### config.mk
export PLATFORM = sky130hd
export DESIGN_NAME = mul16_seq
export DESIGN_NICKNAME = d
export VERILOG_FILES = /design/src/rtl/mul16_seq_pkg.sv /design/src/rtl/mul16_seq_alu.sv /design/src/rtl/mul16_seq.sv
export SDC_FILE = /design/constraint.sdc
export NUM_CORES = 1
export LEC_CHECK = 0
export CAP_MARGIN = 20
export CORE_AREA = 3 3 111 113
export DETAILED_ROUTE_END_ITERATION = 6
export DIE_AREA = 0 0 114 116
export GPL_ROUTABILITY_DRIVEN = 0
export PLACE_DENSITY_LB_ADDON = 0.15
export SLEW_MARGIN = 20
export SYNTH_ARGS = -nofsm -noshare
export SYNTH_HDL_FRONTEND = slang
export SYNTH_SLANG_ARGS = --single-unit
### constraint.sdc
create_clock -name clock -period 3.55 [get_ports clock]
set_input_delay 0.71 -clock clock [delete_from_list [all_inputs] [get_ports clock]]
set_output_delay 0.71 -clock clock [all_outputs]
set_load 0.1 [all_outputs]
### src/rtl/mul16_seq_pkg.sv
// Shared definitions for the sequential 16x16 shift-and-add multiplier.
// Holds the 2-bit FSM encoding, the iteration count and the fixed ALU
// control word used for every arithmetic step.
package mul16_seq_pkg;

    localparam int WIDTH      = 16;
    localparam int ITERATIONS = 16;
    localparam int CNT_W      = 4;

    // Counter value in the last DBL step, before the increment.
    localparam logic [CNT_W-1:0] LAST_CNT = CNT_W'(ITERATIONS - 1);

    typedef enum logic [1:0] {
        IDLE = 2'b00,
        ADD  = 2'b01,
        DBL  = 2'b10,
        DONE = 2'b11
    } state_t;

    // ALU control bits, MSB first: {zx, nx, zy, ny, f, no}.
    typedef struct packed {
        logic zx;
        logic nx;
        logic zy;
        logic ny;
        logic f;
        logic no;
    } alu_ctrl_t;

    // x + y: no zeroing, no negation, adder selected, output not inverted.
    localparam logic [5:0] ALU_ADD = 6'b000010;

endpackage

### src/rtl/mul16_seq_alu.sv
// Combinational ALU: optional zero/invert on each operand, add or AND,
// optional output invert, plus zero and negative flags.
// Ports: i_x/i_y operands, i_zx/i_nx/i_zy/i_ny/i_f/i_no controls,
//        o_out result, o_zr (o_out == 0), o_ng (o_out MSB).
module mul16_seq_alu
    import mul16_seq_pkg::*;
(
    input  logic [WIDTH-1:0] i_x,
    input  logic [WIDTH-1:0] i_y,
    input  logic             i_zx,
    input  logic             i_nx,
    input  logic             i_zy,
    input  logic             i_ny,
    input  logic             i_f,
    input  logic             i_no,
    output logic [WIDTH-1:0] o_out,
    output logic             o_zr,
    output logic             o_ng
);

    logic [WIDTH-1:0] w_x0;
    logic [WIDTH-1:0] w_x1;
    logic [WIDTH-1:0] w_y0;
    logic [WIDTH-1:0] w_y1;
    logic [WIDTH-1:0] w_f;

    assign w_x0  = i_zx ? '0 : i_x;
    assign w_x1  = i_nx ? ~w_x0 : w_x0;
    assign w_y0  = i_zy ? '0 : i_y;
    assign w_y1  = i_ny ? ~w_y0 : w_y0;
    // Carry-out of the sum is dropped: results wrap modulo 2^WIDTH.
    assign w_f   = i_f ? (w_x1 + w_y1) : (w_x1 & w_y1);
    assign o_out = i_no ? ~w_f : w_f;
    assign o_zr  = (o_out == '0);
    assign o_ng  = o_out[WIDTH-1];

endmodule

### src/rtl/mul16_seq.sv
// Sequential 16x16 -> 16 (low half) shift-and-add multiplier sharing one ALU.
// Ports: clock, reset (async, active-high); start/a/b request; busy while
//        working, done one-cycle pulse, product (held), zero (product == 0).
module mul16_seq
    import mul16_seq_pkg::*;
(
    input  logic             clock,
    input  logic             reset,
    input  logic             start,
    input  logic [WIDTH-1:0] a,
    input  logic [WIDTH-1:0] b,
    output logic             busy,
    output logic             done,
    output logic [WIDTH-1:0] product,
    output logic             zero
);

    state_t           r_state;
    state_t           w_next_state;

    logic [WIDTH-1:0] r_acc;
    logic [WIDTH-1:0] r_mcand;
    logic [WIDTH-1:0] r_mplier;
    logic [WIDTH-1:0] r_product;
    logic [CNT_W-1:0] r_cnt;

    logic [WIDTH-1:0] w_alu_x;
    logic [WIDTH-1:0] w_alu_y;
    logic [WIDTH-1:0] w_alu_out;
    logic             w_alu_zr;
    logic             w_alu_ng;
    alu_ctrl_t        w_alu_ctrl;

    logic             w_accept;
    logic             w_last;
    logic             w_unused_alu_flags;

    // A new request is only taken when no operation is in flight.
    assign w_accept   = start && ((r_state == IDLE) || (r_state == DONE));
    assign w_last     = (r_cnt == LAST_CNT);
    assign w_alu_ctrl = ALU_ADD;

    // The zero output is derived from the held product, so the ALU flags
    // are not needed.
    assign w_unused_alu_flags = ^{w_alu_zr, w_alu_ng};

    mul16_seq_alu u_alu (
        .i_x   (w_alu_x),
        .i_y   (w_alu_y),
        .i_zx  (w_alu_ctrl.zx),
        .i_nx  (w_alu_ctrl.nx),
        .i_zy  (w_alu_ctrl.zy),
        .i_ny  (w_alu_ctrl.ny),
        .i_f   (w_alu_ctrl.f),
        .i_no  (w_alu_ctrl.no),
        .o_out (w_alu_out),
        .o_zr  (w_alu_zr),
        .o_ng  (w_alu_ng)
    );

    // State register.
    always_ff @(posedge clock or posedge reset) begin
        if (reset) begin
            r_state <= IDLE;
        end else begin
            r_state <= w_next_state;
        end
    end

    // Next-state logic.
    always_comb begin
        w_next_state = r_state;
        case (r_state)
            IDLE:    w_next_state = w_accept ? ADD : IDLE;
            ADD:     w_next_state = DBL;
            DBL:     w_next_state = w_last ? DONE : ADD;
            DONE:    w_next_state = w_accept ? ADD : IDLE;
            default: w_next_state = IDLE;
        endcase
    end

    // Outputs and ALU operand mux.
    always_comb begin
        busy    = 1'b0;
        done    = 1'b0;
        w_alu_x = r_acc;
        w_alu_y = r_mcand;
        case (r_state)
            ADD: begin
                busy    = 1'b1;
                w_alu_x = r_acc;
                w_alu_y = r_mcand;
            end
            DBL: begin
                // mcand + mcand is the left shift by one.
                busy    = 1'b1;
                w_alu_x = r_mcand;
                w_alu_y = r_mcand;
            end
            DONE: begin
                done    = 1'b1;
            end
            default: begin
                busy    = 1'b0;
            end
        endcase
    end

    // Datapath registers.
    always_ff @(posedge clock or posedge reset) begin
        if (reset) begin
            r_acc     <= '0;
            r_mcand   <= '0;
            r_mplier  <= '0;
            r_cnt     <= '0;
            r_product <= '0;
        end else begin
            case (r_state)
                IDLE, DONE: begin
                    if (w_accept) begin
                        r_acc    <= '0;
                        r_mcand  <= a;
                        r_mplier <= b;
                        r_cnt    <= '0;
                    end
                end
                ADD: begin
                    if (r_mplier[0]) begin
                        r_acc <= w_alu_out;
                    end
                end
                DBL: begin
                    r_mcand  <= w_alu_out;
                    r_mplier <= r_mplier >> 1;
                    r_cnt    <= r_cnt + 1'b1;
                    // acc is final after the last ADD; publish it as DONE is entered.
                    if (w_last) begin
                        r_product <= r_acc;
                    end
                end
                default: begin
                    r_acc <= r_acc;
                end
            endcase
        end
    end

    assign product = r_product;
    assign zero    = (r_product == '0);

endmodule

==> flow_summary.json <==
{
  "post_cts.repair.setup_buffers": 0,
  "grt_setup_unrepaired": "no",
  "timing.critical_path.from_type": "register",
  "hold_buf_cts": 0,
  "final_nets": 511,
  "num_vias": 3072,
  "cts_num_sinks": 70,
  "max_freq_mhz": 315,
  "arrival_ps": 3390,
  "cells_traversed_along_the_worst_timing_path": "inv_1 > ha_2 > mux2_2 > ha_1 > fa_1 > a211oi_1 > o21ai_2 > a31oi_1 > o21ai_1 > xnor2_1 > o22ai_1",
  "floorplan.die_area_um2": 13200,
  "slew_violations": 0,
  "setup_viol": 0,
  "clock-root-buffer": "sky130_fd_sc_hd__clkbuf_16",
  "ys_async_sr_fraction_pct": 100,
  "cp_max_fo": 13,
  "cts_resized": 0,
  "leading_cell_types_in_the_layout_fill_and_taps_excluded": "sky130_fd_sc_hd__dfrtp_1 (70), sky130_fd_sc_hd__nand2_1 (57), sky130_fd_sc_hd__clkdlybuf4s50_1 (50)",
  "design_area_um2": 5020,
  "timing_hold_violations_final": 0,
  "critical-path-top-delay-family": "adder cells",
  "clk-insertion-delay-late_ps": 340,
  "antenna-diode-count": 0,
  "nFillCells": 1174,
  "grt_overflow": 0,
  "final_common_cell": "sky130_fd_sc_hd__dfrtp_1",
  "max_stage_delay_ps": 440,
  "post_synth_inst_count": 400,
  "p_total_mw": 5.25,
  "synth_top_flop_cell": "sky130_fd_sc_hd__dfrtp_1",
  "timing.max_slew.rel_slack_pct": 35.4,
  "path_clk_slew_ps": 60,
  "critical_path.slowest_cell": "sky130_fd_sc_hd__fa_1",
  "via_per_inst": 5.10,
  "dr_pass1_iterations": 4,
  "route.final.wire_length_mm": 9.53,
  "wl_per_cell_um": 15.8,
  "max-vdd-ir-drop_uv": 496,
  "die_width_um": 114,
  "synth_warnings": 0,
  "fraction_of_final_layout_cells_with_drive_strength_greater_than_1_pct": 15.0,
  "drt_iter0_drc": 136,
  "register_area_share_after_synthesis_pct": 44.1,
  "criticalPathCategory": "reg -> reg",
  "grt_antenna_before_repair": 0,
  "min_period_ps": 3180,
  "drc": 0,
  "synth_enable_flop_cells": 0,
  "synth_seq_cells": 70,
  "floorplan.initialDensity_pct": 34.8,
  "place.port_buffers": 53,
  "pre_cts_setup_slack_ps": 378,
  "data_required_time_of_the_critical_path_ps": 3760,
  "cts_tree": "built",
  "placedInstanceArea_um2": 4660,
  "cts_inserted_buffers": 9,
  "finClkSkew_ps": 6.36,
  "postLayoutSetupSlackWorst_ps": 374,
  "pwr_density_cell_nw_per_um2": 1050,
  "globalRouteTotalUtil_pct": 15.5,
  "core_area_um2": 11400,
  "syn-num-nets": 457,
  "timing.max_cap.violations": 0,
  "top_level_ports": 54,
  "hp-class": "reg -> reg",
  "total_standard_cell_area_after_synthesis_um2": 3980,
  "number_of_rows_created_at_floorplan": 39,
  "grt_pass1_wl_mm": 16.0,
  "clock_tree.buffer_depth": 2,
  "drtAntennaViolNets": 0,
  "synth.lib_cells_used.distinct": 47,
  "synthToLayoutAreaGrowth_pct": 26.3,
  "grt_start_max_net_pins": 39,
  "first_global_vias": 3151,
  "critPathCaptureType": "register",
  "timing.setup.tns_ps": 0,
  "worst_pin_slew_ps": 966,
  "detailedPlacementHpwl_mm": 6.82,
  "layout_worst_path_cycle_share_pct": 89.5,
  "power.leakage_nw": 2.22,
  "avgSynthCellArea_um2": 9.94,
  "die_h_um": 116,
  "path_buf_inv": 1,
  "cts_htree_levels": 3,
  "run_status": "finished clean"
}
## cell families after synthesis
logic type / count (synthesis) / synth area share [%]
XOR/XNOR: 13 / 2.86
AO/OA/AOI/OAI: 109 / 16.2
flip-flops: 70 / 44.1
adder cells (fa/ha/maj): 22 / 7.11
AND/OR/NAND/NOR: 107 / 12.4
buffers and inverters: 28 / 3.56
multiplexers: 51 / 13.8
## worst min-delay path: cells and delay by family, from the launching register on
kind / cells / cell delay (ps)
DFF: 1 / 350
AOI/OAI and AO/OA: 1 / 60
and+or+nand+nor: 1 / 50
## worst paths after layout
kind                        startpoint      endpoint  slack [ps]  depth (start not counted)
setup / recovery            r_state[0]   r_mcand[14]         370                         11
hold / removal             r_mplier[2]   r_mplier[2]         480                          2
hold reg to reg            r_mplier[2]   r_mplier[2]         480                          2
max in group asynchronous        reset   product[10]        2100                          3
setup reg to reg            r_state[0]   r_mcand[14]         370                         11
min in group asynchronous        reset  r_mplier[12]         810                          2
## metal layers
metal  routed length [um]  share of wire (%)  global-route usage [%]  vias to the layer above
met2                 4380                 46                    24.8                       56
li1                     -                  -                       -                     1545
met3                  500                5.2                    4.33                       12
met1                 4510                 47                    20.5                     1459
met4                  140                1.5                    5.07                        0
met5                    0                  0                       0                        -
## sequential cells by signal, summed over array words and instances, names as in the netlist
| name | flops |
|---|---|
| product | 16 |
| r_acc | 16 |
| r_mcand | 16 |
| r_mplier | 16 |
| r_cnt | 4 |
| r_state | 2 |
## synth_stat cells (2+ instances only)
master / number / area (um^2)
sky130_fd_sc_hd__dfrtp_1: 70 / 1750
sky130_fd_sc_hd__nand2_1: 57 / 214
sky130_fd_sc_hd__o21ai_0: 37 / 185
sky130_fd_sc_hd__a21oi_1: 33 / 165
sky130_fd_sc_hd__mux2_2: 30 / 338
sky130_fd_sc_hd__ha_1: 21 / 263
sky130_fd_sc_hd__mux2i_1: 21 / 210
sky130_fd_sc_hd__nor2_1: 19 / 71.3
sky130_fd_sc_hd__xnor2_1: 12 / 105
sky130_fd_sc_hd__inv_1: 8 / 30.0
sky130_fd_sc_hd__a22o_1: 7 / 61.3
sky130_fd_sc_hd__buf_2: 7 / 35.0
sky130_fd_sc_hd__clkbuf_1: 7 / 26.3
sky130_fd_sc_hd__nand3_1: 6 / 30.0
sky130_fd_sc_hd__o21ai_1: 5 / 25.0
sky130_fd_sc_hd__o22ai_1: 5 / 31.3
sky130_fd_sc_hd__a31oi_1: 4 / 25.0
sky130_fd_sc_hd__and3_1: 4 / 25.0
sky130_fd_sc_hd__nand4_1: 4 / 25.0
sky130_fd_sc_hd__nor4_1: 4 / 25.0
sky130_fd_sc_hd__a211oi_1: 3 / 22.5
sky130_fd_sc_hd__buf_6: 3 / 33.8
sky130_fd_sc_hd__nor3_1: 3 / 15.0
sky130_fd_sc_hd__o21bai_1: 3 / 22.5
sky130_fd_sc_hd__a21o_1: 2 / 15.0
sky130_fd_sc_hd__nand2b_1: 2 / 12.5
sky130_fd_sc_hd__nor2b_1: 2 / 12.5
sky130_fd_sc_hd__o21ai_2: 2 / 17.5
## through the flow
stage | instances | util, % | hold slack, ps
floorplan | 400 | - | 450
global placement | 586 | 40.8 | 470
detailed placement | 586 | 40.8 | 475
CTS | 602 | 44.0 | 488
global route | 602 | 44.0 | 515
finish | 602 | 44.0 | 483
## final cells by class
type	count	area, um^2	share of cell area (%)
clock buffers	11	253	5.03
clock inverters	5	105	2.09
inverters	9	33.8	0.673
multi-input cells	302	2100	41.7
flip-flops and latches	70	1750	34.9
well taps	143	179	3.56
repair buffers	62	603	12.0
## report_power, final
| group | internal, mW | total (mW) | switching (mW) | leakage [nW] |
|---|---|---|---|---|
| Sequential | 1.07 | 1.26 | 0.184 | 0.902 |
| Combinational | 1.17 | 2.93 | 1.76 | 1.15 |
| Clock | 0.724 | 1.07 | 0.343 | 0.168 |
| Total | 2.96 | 5.25 | 2.29 | 2.22 |
Note: power is estimated with default switching activity, not from simulation.
